**src/rtl/paper_pkg.sv**
```systemverilog
// Shared definitions for the paper processor sequencer: opcodes, FSM encoding
// and instruction-word field extraction.
package paper_pkg;

  localparam logic [1:0] OP_INC = 2'b00;
  localparam logic [1:0] OP_DEC = 2'b01;
  localparam logic [1:0] OP_JNO = 2'b10;
  localparam logic [1:0] OP_STP = 2'b11;

  typedef enum logic [2:0] {
    ST_IDLE  = 3'd0,
    ST_FETCH = 3'd1,
    ST_EXEC  = 3'd2,
    ST_WB    = 3'd3,
    ST_HALT  = 3'd4
  } state_t;

  // Instruction layout is {op[1:0], reg[rw-1:0], tgt[aw-1:0]}, zero-extended to 32 bits.
  function automatic logic [1:0] instr_op(input logic [31:0] w, input int rw, input int aw);
    return 2'(w >> (rw + aw));
  endfunction

  function automatic logic [31:0] instr_reg(input logic [31:0] w, input int rw, input int aw);
    return (w >> aw) & ((32'd1 << rw) - 32'd1);
  endfunction

  function automatic logic [31:0] instr_tgt(input logic [31:0] w, input int aw);
    return w & ((32'd1 << aw) - 32'd1);
  endfunction

endpackage

```
**src/rtl/paper_regfile.sv**
```systemverilog
// NREG x DW register bank: one synchronous write port, combinational execute
// and debug read ports. Out-of-range indices read as zero and never write.
module paper_regfile #(
  parameter int DW   = 2,
  parameter int NREG = 4,
  parameter int RW   = 2
) (
  input  logic          clk,
  input  logic          rst,
  input  logic          we,
  input  logic [RW-1:0] wsel,
  input  logic [DW-1:0] wdata,
  input  logic [RW-1:0] rsel,
  output logic [DW-1:0] rdata,
  input  logic [RW-1:0] dsel,
  output logic [DW-1:0] ddata
);

  logic [DW-1:0] regs [NREG];

  always_ff @(posedge clk or posedge rst) begin
    if (rst) begin
      for (int i = 0; i < NREG; i++) regs[i] <= '0;
    end else if (we && (int'(wsel) < NREG)) begin
      regs[wsel] <= wdata;
    end
  end

  always_comb begin
    rdata = '0;
    ddata = '0;
    if (int'(rsel) < NREG) rdata = regs[rsel];
    if (int'(dsel) < NREG) ddata = regs[dsel];
  end

endmodule

```
**src/rtl/paper_sequencer.sv**
```systemverilog
// Fetch/execute/write-back sequencer for the paper processor. Each instruction
// takes exactly FETCH, EXEC, WB; step_pulse marks the WB cycle.
module paper_sequencer
  import paper_pkg::*;
#(
  parameter int DW   = 2,
  parameter int NREG = 4,
  parameter int RW   = 2,
  parameter int AW   = 4,
  localparam int IW  = 2 + RW + AW
) (
  input  logic          clk,
  input  logic          rst,
  input  logic          start,
  output logic          imem_rd,
  output logic [AW-1:0] imem_addr,
  input  logic [IW-1:0] imem_data,
  input  logic          ld_en,
  input  logic [RW-1:0] ld_sel,
  input  logic [DW-1:0] ld_data,
  input  logic [RW-1:0] dbg_sel,
  output logic [DW-1:0] dbg_value,
  output logic          busy,
  output logic          halted,
  output logic          step_pulse,
  output logic          fault,
  output logic [2:0]    dbg_state
);

  state_t        state;
  logic [AW-1:0] pc;
  logic [AW-1:0] npc_q;
  logic [DW-1:0] res_q;
  logic [1:0]    ir_op;
  logic [RW-1:0] ir_reg;

  logic [1:0]    ex_op;
  logic [RW-1:0] ex_reg;
  logic [AW-1:0] ex_tgt;
  logic          ex_ok;
  logic [DW-1:0] ex_val;
  logic [DW-1:0] ex_result;
  logic [AW-1:0] ex_npc;

  logic          idle_like;
  logic          wb_we;
  logic          ld_we;
  logic          rf_we;
  logic [RW-1:0] rf_wsel;
  logic [DW-1:0] rf_wdata;

  assign imem_addr = pc;
  assign dbg_state = state;

  assign ex_op  = instr_op(32'(imem_data), RW, AW);
  assign ex_reg = RW'(instr_reg(32'(imem_data), RW, AW));
  assign ex_tgt = AW'(instr_tgt(32'(imem_data), AW));
  assign ex_ok  = int'(ex_reg) < NREG;

  always_comb begin
    ex_result = ex_val;
    ex_npc    = pc + AW'(1);
    case (ex_op)
      OP_INC:  ex_result = ex_val + DW'(1);
      OP_DEC:  ex_result = ex_val - DW'(1);
      OP_JNO:  if (ex_val != '0) ex_npc = ex_tgt;
      default: ex_npc = pc;
    endcase
  end

  // Preload and write-back share the single write port; state decides who owns it.
  assign idle_like = (state == ST_IDLE) || (state == ST_HALT);
  assign wb_we     = (state == ST_WB) && ((ir_op == OP_INC) || (ir_op == OP_DEC));
  assign ld_we     = idle_like && ld_en;
  assign rf_we     = wb_we || ld_we;
  assign rf_wsel   = wb_we ? ir_reg : ld_sel;
  assign rf_wdata  = wb_we ? res_q : ld_data;

  paper_regfile #(.DW(DW), .NREG(NREG), .RW(RW)) u_regfile (
    .clk   (clk),
    .rst   (rst),
    .we    (rf_we),
    .wsel  (rf_wsel),
    .wdata (rf_wdata),
    .rsel  (ex_reg),
    .rdata (ex_val),
    .dsel  (dbg_sel),
    .ddata (dbg_value)
  );

  always_ff @(posedge clk or posedge rst) begin
    if (rst) begin
      state      <= ST_IDLE;
      pc         <= '0;
      npc_q      <= '0;
      res_q      <= '0;
      ir_op      <= OP_INC;
      ir_reg     <= '0;
      imem_rd    <= 1'b0;
      busy       <= 1'b0;
      halted     <= 1'b0;
      step_pulse <= 1'b0;
      fault      <= 1'b0;
    end else begin
      imem_rd    <= 1'b0;
      step_pulse <= 1'b0;
      case (state)
        ST_IDLE, ST_HALT: begin
          if (start) begin
            state   <= ST_FETCH;
            pc      <= '0;
            imem_rd <= 1'b1;
            busy    <= 1'b1;
            halted  <= 1'b0;
            fault   <= 1'b0;
          end
        end
        ST_FETCH: state <= ST_EXEC;
        ST_EXEC: begin
          ir_op  <= ex_op;
          ir_reg <= ex_reg;
          if (!ex_ok) begin
            fault  <= 1'b1;
            state  <= ST_HALT;
            halted <= 1'b1;
            busy   <= 1'b0;
          end else begin
            res_q      <= ex_result;
            npc_q      <= ex_npc;
            step_pulse <= 1'b1;
            state      <= ST_WB;
          end
        end
        ST_WB: begin
          pc <= npc_q;
          if (ir_op == OP_STP) begin
            state  <= ST_HALT;
            halted <= 1'b1;
            busy   <= 1'b0;
          end else begin
            state   <= ST_FETCH;
            imem_rd <= 1'b1;
          end
        end
        default: begin
          state  <= ST_IDLE;
          busy   <= 1'b0;
          halted <= 1'b0;
        end
      endcase
    end
  end

endmodule

```
**config.mk**
```make
export PLATFORM = sky130hd
export DESIGN_NAME = paper_sequencer
export DESIGN_NICKNAME = d
export VERILOG_FILES = /design/src/rtl/paper_pkg.sv /design/src/rtl/paper_regfile.sv /design/src/rtl/paper_sequencer.sv
export SDC_FILE = /design/constraint.sdc
export NUM_CORES = 1
export LEC_CHECK = 0
export CORE_MARGIN = 5
export CORE_UTILIZATION = 55
export DETAILED_ROUTE_END_ITERATION = 12
export PLACE_DENSITY = 0.83
export SYNTH_ARGS = -nofsm -noshare
export SYNTH_HDL_FRONTEND = slang
export SYNTH_SLANG_ARGS = --single-unit
```
**constraint.sdc**
```tcl
create_clock -name clk -period 3.4 [get_ports clk]
set_clock_uncertainty 0.05 [all_clocks]
set_input_delay 0.34 -clock clk [delete_from_list [all_inputs] [get_ports clk]]
set_output_delay 0.34 -clock clk [all_outputs]
set_load 0.02 [all_outputs]
```
Word-level counts from Yosys, hierarchy flattened:

Cells that the tools add are included.

* flip-flop bits (word level): 29
* output and inout port bits: 14
* logic and storage cells: 80
* input port bits: 18

* magnitude comparators: 4
* $add $sub $neg: 3
* bitwise logic cells: 4
* equal/unequal tests: 10
* reductions and logical operators: 16
* mux-type cells: 29

Operators by type and width (count)
* 4-bit one-hot mux with 2 select lines: 2
* 2-bit two-way mux: 7
* 3-bit one-hot mux with 4 select lines: 1
* 3-bit >= comparator (second input constant): 3
* 2-bit NOT with 3-bit output: 3
* 2-bit binary-select mux with 2-bit select: 2
* 8-bit bitwise mux: 1
* 4-bit two-way mux: 2
* 1-bit two-way mux: 7
* 3-bit by 2-bit equality test with 1-bit output (second input constant): 2
* 3-bit two-way mux: 2
* 1-bit one-hot mux with 3 select lines: 2
* 2-bit OR reduction: 3
* 4-bit by 1-bit adder with 4-bit output (second input constant): 1
* 2-bit demux with 2-bit select: 1
* 2-bit by 1-bit equality test with 1-bit output (second input constant): 2
* 2-bit equality test (second input constant): 2
* 2-bit zero test: 2
* 2-bit one-hot mux with 2 select lines: 1
* 2-bit nonzero test: 2
* 3-bit by 1-bit equality test with 1-bit output (second input constant): 1
* 3-bit equality test (second input constant): 1
* 1-bit logical AND: 3
* 3-bit zero test: 1
* 10 further kinds: 12

Longest topological paths before layout:

* word-level depth: 10
* mapped depth: 5
* gate-level depth less buffers: 5

By module:

Synthesis repeated with hierarchy kept, for this count alone.

* cell total of the unflattened synthesis: 142
* area total of the unflattened synthesis: 1610.3 um^2

Modules (own cells, without submodules)
* paper_sequencer: cells an instance 117, instances 1, area an instance 1178.6 um^2, seq. area each 525.5 um^2
* paper_regfile: cells an instance 25, instances 1, area an instance 431.7 um^2, seq. area each 200.2 um^2

Worst setup path after synthesis:

No wires, ideal clock.

* kind: input to register
* start: in imem_data[4]
* end: reg npc_q[1]
* setup time: 0.119 ns
* data required time: 3.231 ns
* cell stages on the path: 5
* arrival: 1.703 ns
* slack: 1.528 ns
* path buffers: 1
* path through: buf_6 -> mux4_2 -> or2_4 -> mux2_4 -> o21a_1

* cells in the longest elaborated chain, start to end: 7

Ends and longest elaborated chain
* start, declared: line paper_sequencer.sv:17 `input logic [IW-1:0] imem_data,`
* 2-bit NOT with 3-bit output (implied by the code): line paper_regfile.sv:32 `if (int'(rsel) < NREG) rdata = regs[rsel];`
* 2-bit binary-select mux with 2-bit select: line paper_regfile.sv:32
* 2-bit two-way mux (implied by the code) (2 in series): line paper_regfile.sv:32
* 2-bit nonzero test: line paper_sequencer.sv:66 `OP_JNO: if (ex_val != '0) ex_npc = ex_tgt;`
* 4-bit two-way mux: line paper_sequencer.sv:66
* 4-bit one-hot mux with 2 select lines: line paper_sequencer.sv:63 `case (ex_op)`
* end signal, assigned: line paper_sequencer.sv:129 `npc_q <= ex_npc;`
* end, declared: line paper_sequencer.sv:32 `logic [AW-1:0] npc_q;`

No other way between the ends. The select of a mux whose other input is x is not followed.
A chain may end at the register's enable or synchronous reset.

Worst setup path after layout:

* start: in dbg_sel[0]
* end: out dbg_value[1]

* cells in the longest elaborated chain, start to end: 4

Ends and longest elaborated chain
* start, declared: line paper_sequencer.sv:21 `input logic [RW-1:0] dbg_sel,`
* 2-bit NOT with 3-bit output (implied by the code): line paper_regfile.sv:33 `if (int'(dsel) < NREG) ddata = regs[dsel];`
* 2-bit binary-select mux with 2-bit select: line paper_regfile.sv:33
* 2-bit two-way mux (implied by the code) (2 in series): line paper_regfile.sv:33
* end, declared: line paper_sequencer.sv:22 `output logic [DW-1:0] dbg_value,`

No other way between the ends. The select of a mux whose other input is x is not followed.

==> impl_metrics.tcl <==
set metrics [dict create \
    status "complete, no violations" \
    hold_viol_final 0 \
    drive_above_1_share 0.180 \
    grtUsageTotal 0.187 \
    wl_per_cell_um 16.8 \
    peakVddDrop_mv 0.674 \
    ant_nets 0 \
    cts_made_buffers 5 \
    path_clk_slew_ps 90 \
    start_util 0.579 \
    diodes 0 \
    power.density_nw_per_um2 920 \
    cts_setup_buffers 0 \
    clkSinkCount 29 \
    worst_pin_slew_ps 1050 \
    portBuffers 30 \
    top_register "u_regfile.regs" \
    grt_overflow 0 \
    die_h_um 64.1 \
    layout.core_utilization 0.709 \
    hold_path.class "reg -> reg" \
    crit_path_start_kind "input port" \
    cts_tree "built" \
    avgSynthCellArea_um2 11.0 \
    synth_area_leaders "dfrtp_1 (45%), mux2_2 (11%), mux4_2 (5.6%)" \
    core.rowCount 19 \
    synth_seq_cells 29 \
    num_io_pins 32 \
    synth_area_um2 1610 \
    antenna_found_initial 0 \
    fin_ws_ps 1080 \
    drtIter0Drc 62 \
    dpl.hpwl_um 2590 \
    max_slew_margin 0.301 \
    fillers 227 \
    max_freq_mhz 430 \
    critPathKind "in -> out" \
    htreeDepth 2 \
    cp_data_required_time_ps 3010 \
    yosysSeqAreaShare 0.451 \
    grt_pass1_vias 1301 \
    vias 1275 \
    synthDominantCellAreaShare 0.451 \
    cts_buffer_depth 2 \
    nets 197 \
    setup_tns_ps 0 \
    ys_warn_count 0 \
    coreArea_um2 2780 \
    path_max_fanout 2 \
    drv_slew 0 \
    place_congestion 0.825 \
    synthCells 147 \
    critPathCaptureType "primary output" \
    area_growth_pct 22.5 \
    final_common_cell "clkdlybuf4s50_1" \
    min_period_ps 2320 \
    ys_types 42 \
    critPathArrivalTime_ps 1930 \
    die_x_um 64.1 \
    pre_cts_ws_ps 840 \
    rsz0062_at_grt "false" \
    cts_hold_buf 0 \
    power_mw 1.81 \
    setup_viol 0 \
    total_leakage_power_nw 0.818 \
    cts_root_buffer "clkbuf_4" \
    synth.largest_area_cell "dfrtp_1" \
    syn_nets 166 \
    via_per_inst 6.10 \
    drc 0 \
    grt_max_degree 30 \
    fin_crit_sh 0.683 \
    largest_reg_flops 8 \
    cap_violations 0 \
    mostFrequentLayoutCells "clkdlybuf4s50_1 (30), dfrtp_1 (29), mux2_2 (16)" \
    clkLatencyLatePin_ps 330 \
    totalWireLength_um 3510 \
    first_pass_iters 4 \
    die_area_um2 4110 \
    ctsResizeCount 0 \
    grt_pass1_wl_um 6070 \
]
-- logic make-up (layout without fill, tap and decap cells) --
| group | Yosys count | count (layout) | synth area share |
|---|---|---|---|
| other | 1 | 1 | 0.00233 |
| AOI/OAI and AO/OA | 35 | 35 | 0.149 |
| muxes | 23 | 23 | 0.190 |
| xor gates and xnor gates | 5 | 5 | 0.0272 |
| adders and majority gates | 1 | 1 | 0.00777 |
| DFF | 29 | 29 | 0.451 |
| and+or+nand+nor | 42 | 42 | 0.140 |
| buffers and inverters | 11 | 42 | 0.0334 |
-- cells in the mapped netlist --
cell,number
dfrtp_1,29
mux2_2,16
nand2_1,9
nor2_1,9
o21ai_0,8
nand3_1,7
nand2b_1,5
a21oi_1,4
clkbuf_1,4
inv_1,4
mux4_2,4
xnor2_1,4
a21o_1,3
a22o_1,3
a31oi_1,3
o22a_1,3
and3_1,2
mux2i_1,2
nor2b_1,2
nor3_1,2
o22ai_1,2
o32ai_1,2
a211oi_1,1
a221oi_1,1
a31o_2,1
and2_1,1
and4b_1,1
and4bb_2,1
buf_2,1
buf_4,1
buf_6,1
conb_1,1
ha_1,1
mux2_4,1
nor3b_2,1
o211ai_1,1
o21a_1,1
o21bai_1,1
o41ai_1,1
or2_4,1
or3_1,1
xor2_1,1
-- per-stage QoR --
stage,cells,hold slack (ps),cell area [um^2]
after floorplan,147,368,1610
after global placement,202,432,1920
after detailed placement,202,443,1920
after CTS,209,462,1970
after global routing,209,481,1970
final,209,466,1970
-- final cells by class --
| class | count | area (um^2) | area share |
|---|---|---|---|
| clock buffer | 7 | 55.1 | 0.0279 |
| sequential | 29 | 726 | 0.368 |
| timing repair buffer | 31 | 308 | 0.156 |
| multi-input combinational | 107 | 831 | 0.421 |
| tap | 31 | 38.8 | 0.0197 |
| inverter | 4 | 15.0 | 0.00761 |
-- worst paths after layout --
kind                              start                 to  slack (ps)  depth (start not counted)
min reg2reg                    res_q[0]           res_q[0]         470                          1
max reg2reg                dbg_state[0]  u_regfile.regs[7]        1460                          4
max in group asynchronous           rst  u_regfile.regs[5]        2140                          2
max                          dbg_sel[0]       dbg_value[1]        1080                          3
min                            res_q[0]           res_q[0]         470                          1
min in group asynchronous           rst          ir_reg[1]         510                          2
-- power by group --
| part | internal, mW | switching [mW] | leakage, nW |
|---|---|---|---|
| clock | 0.0974 | 0.113 | 0.0314 |
| sequential | 0.514 | 0.186 | 0.346 |
| combinational | 0.489 | 0.415 | 0.441 |
-- routing by layer --
metal  global-route usage  part of all wire
met5                    0                 0
met3               0.0420             0.043
met4               0.0789             0.014
met2                0.318              0.52
met1                0.227              0.42
-- critical path, stage by stage --
cell	delay, ps
clkdlybuf4s50_1	520
mux4_2	510
clkdlybuf4s50_1	550
Note: power is estimated with default switching activity, not from simulation.
==> RTL edit: new RTL, config.mk and constraints unchanged <==
Remove the case item `OP_INC` of the case on `ex_op`.
--- a/src/rtl/paper_sequencer.sv
+++ b/src/rtl/paper_sequencer.sv
@@ -62,5 +62,4 @@
     ex_npc    = pc + AW'(1);
     case (ex_op)
-      OP_INC:  ex_result = ex_val + DW'(1);
       OP_DEC:  ex_result = ex_val - DW'(1);
       OP_JNO:  if (ex_val != '0) ex_npc = ex_tgt;
Behaviour: not the same (a bounded check fails within 10 cycles, from zero or initial values and one cycle with rst high).
==> RTL edit against the original RTL <==
  * Sequential cell count unchanged
  * Area after synthesis down 1.7%
  * Power down 2.9%
  * Via count up 0.31%
  * Hold slack worse by 0.015 ns
  * Routed wire length up 1.7%
  * Worst setup slack worse by 0.071 ns
  * Combinational power down 8.2%
  * Clock power up 14%
  * Final area down 0.51%
  * Global-route usage up 0.99 points
  * Largest cell class unchanged
==> RTL edit: results <==
metrics = {
    "clock_tree": {
        "clk_pin_slew_ns": 0.09,
        "cts_made_buffers": 5,
        "htreeDepth": 2,
        "cts_setup_buffers": 0,
    },
    "synthesis": {
        "ys_warn_count": 0,
        "synth_common_cells": "dfrtp_1 (29), nand2_1 (17), o21ai_0 (14)",
        "yosysUniqueCellTypes": 39,
        "ys_seq_area_share_pct": 45.85,
        "synthFlopType": "dfrtp_1",
        "syn_area_per_cell_um2": 10.55,
        "synth_nets": 172,
        "ys_top_cells_by_area": "dfrtp_1 (46%), mux2_2 (5.7%), mux4_2 (5.7%), o21ai_0 (4.4%), nand2_1 (4.0%)",
    },
    "power_and_ir_drop": {
        "top_power_group": "combinational logic",
        "ir_worst_vdd_v": 0.0006382,
        "p_comb_w": 0.000830,
        "switchingPower_w": 0.0007146,
        "leakage_nw": 0.8793,
        "seqPwrFrac_pct": 39.3,
        "power.internal_w": 0.001046,
    },
    "place": {
        "place.gp.congestion": 0.8556,
        "numPortBuffers": 30,
        "dp_hpwl_um": 2766,
        "postPlaceCellArea_um2": 1893,
        "post-place-ws_ns": 0.6842,
    },
    "route": {
        "via_per_inst": 5.949,
        "wl_per_cell_um": 16.58,
        "drt_iter0_drc": 64,
        "vias": 1279,
        "drtPass1Iterations": 4,
    },
    "run_status": {
        "outcome": "complete, no violations",
    },
    "critical_path": {
        "crit_path_max_fanout": 6,
        "worst_path_largest_cell_delay_ns": 0.56,
        "crit_path_start": "imem_data[4]",
        "reg2reg_from": "u_regfile.regs[5]",
        "slowest_stage": "mux4_2",
        "crit_family": "multiplexers",
    },
    "cells_and_area": {
        "n_fill_cell": 211,
        "layout.nets": 205,
        "largest_reg_flops": 8,
        "areaGrowthSynthToFinish_pct": 24.03,
        "drive_above_1_share_pct": 14.13,
    },
    "global_routing": {
        "grt_pass1_wl_um": 6237,
        "antenna_found_initial": 0,
        "track_usage_pct": 19.66,
        "grt_pass1_vias": 1354,
        "grt_max_degree": 30,
    },
    "worst_hold_path": {
        "hp-class": "register to register",
        "hp-start": "npc_q[2]",
    },
    "sta": {
        "max-slew-margin-rel_pct": 27.98,
    },
}
[RTL edit: cell types whose count changed in the layout (fill, tap and decap cells not counted), moves of 3 or more]
cell     change
a31oi_1      -3
o22a_1       -3
mux2_2       -8
ha_1         +3
a21oi_1      +5
inv_1        +8
nand3_1      -5
o21ai_0      +6
nand2_1      +8
[RTL edit: worst paths after layout]
check / depth (start not counted) / slack, ns / end
min: 2 / 0.45 / npc_q[2]
max: 7 / 1.01 / npc_q[0]
max reg2reg: 6 / 1.22 / npc_q[0]
min reg2reg: 2 / 0.45 / npc_q[2]
min in group asynchronous: 2 / 0.53 / dbg_state[1]
max in group asynchronous: 2 / 2.12 / step_pulse
[RTL edit: area by class of cell]
class / instances / area share [%]
well taps: 31 / 1.976
clock buffers: 7 / 3.314
repair buffers: 30 / 15.30
multi-input cells: 104 / 39.71
flip-flops and latches: 29 / 36.97
inverters: 13 / 2.486
clock inverters: 1 / 0.2549
[RTL edit: cells by family after synthesis]
group           share of synthesized area, %
simple gates                           14.31
compound gates                         15.89
flops                                  45.85
buf+inv                                4.901
mux                                    13.99
fa+ha+maj                              3.162
xor+xnor                               1.660
other cells                           0.2369
[RTL edit: per-layer routing]
layer	vias to the layer above	global-route usage [%]	part of all wire, %
li1	596	-	-
met1	627	23.15	40
met2	45	33.50	53
met3	11	6.217	5.3
met4	0	6.753	1.8
met5	-	0	0
[RTL edit: worst register-to-register path, stage by stage, from the launching register on]
cell	delay [ns]
dfrtp_1	0.42
mux4_2	0.50
inv_1	0.08
ha_1	0.25
mux2_2	0.36
a221oi_1	0.27
o21ai_0	0.13
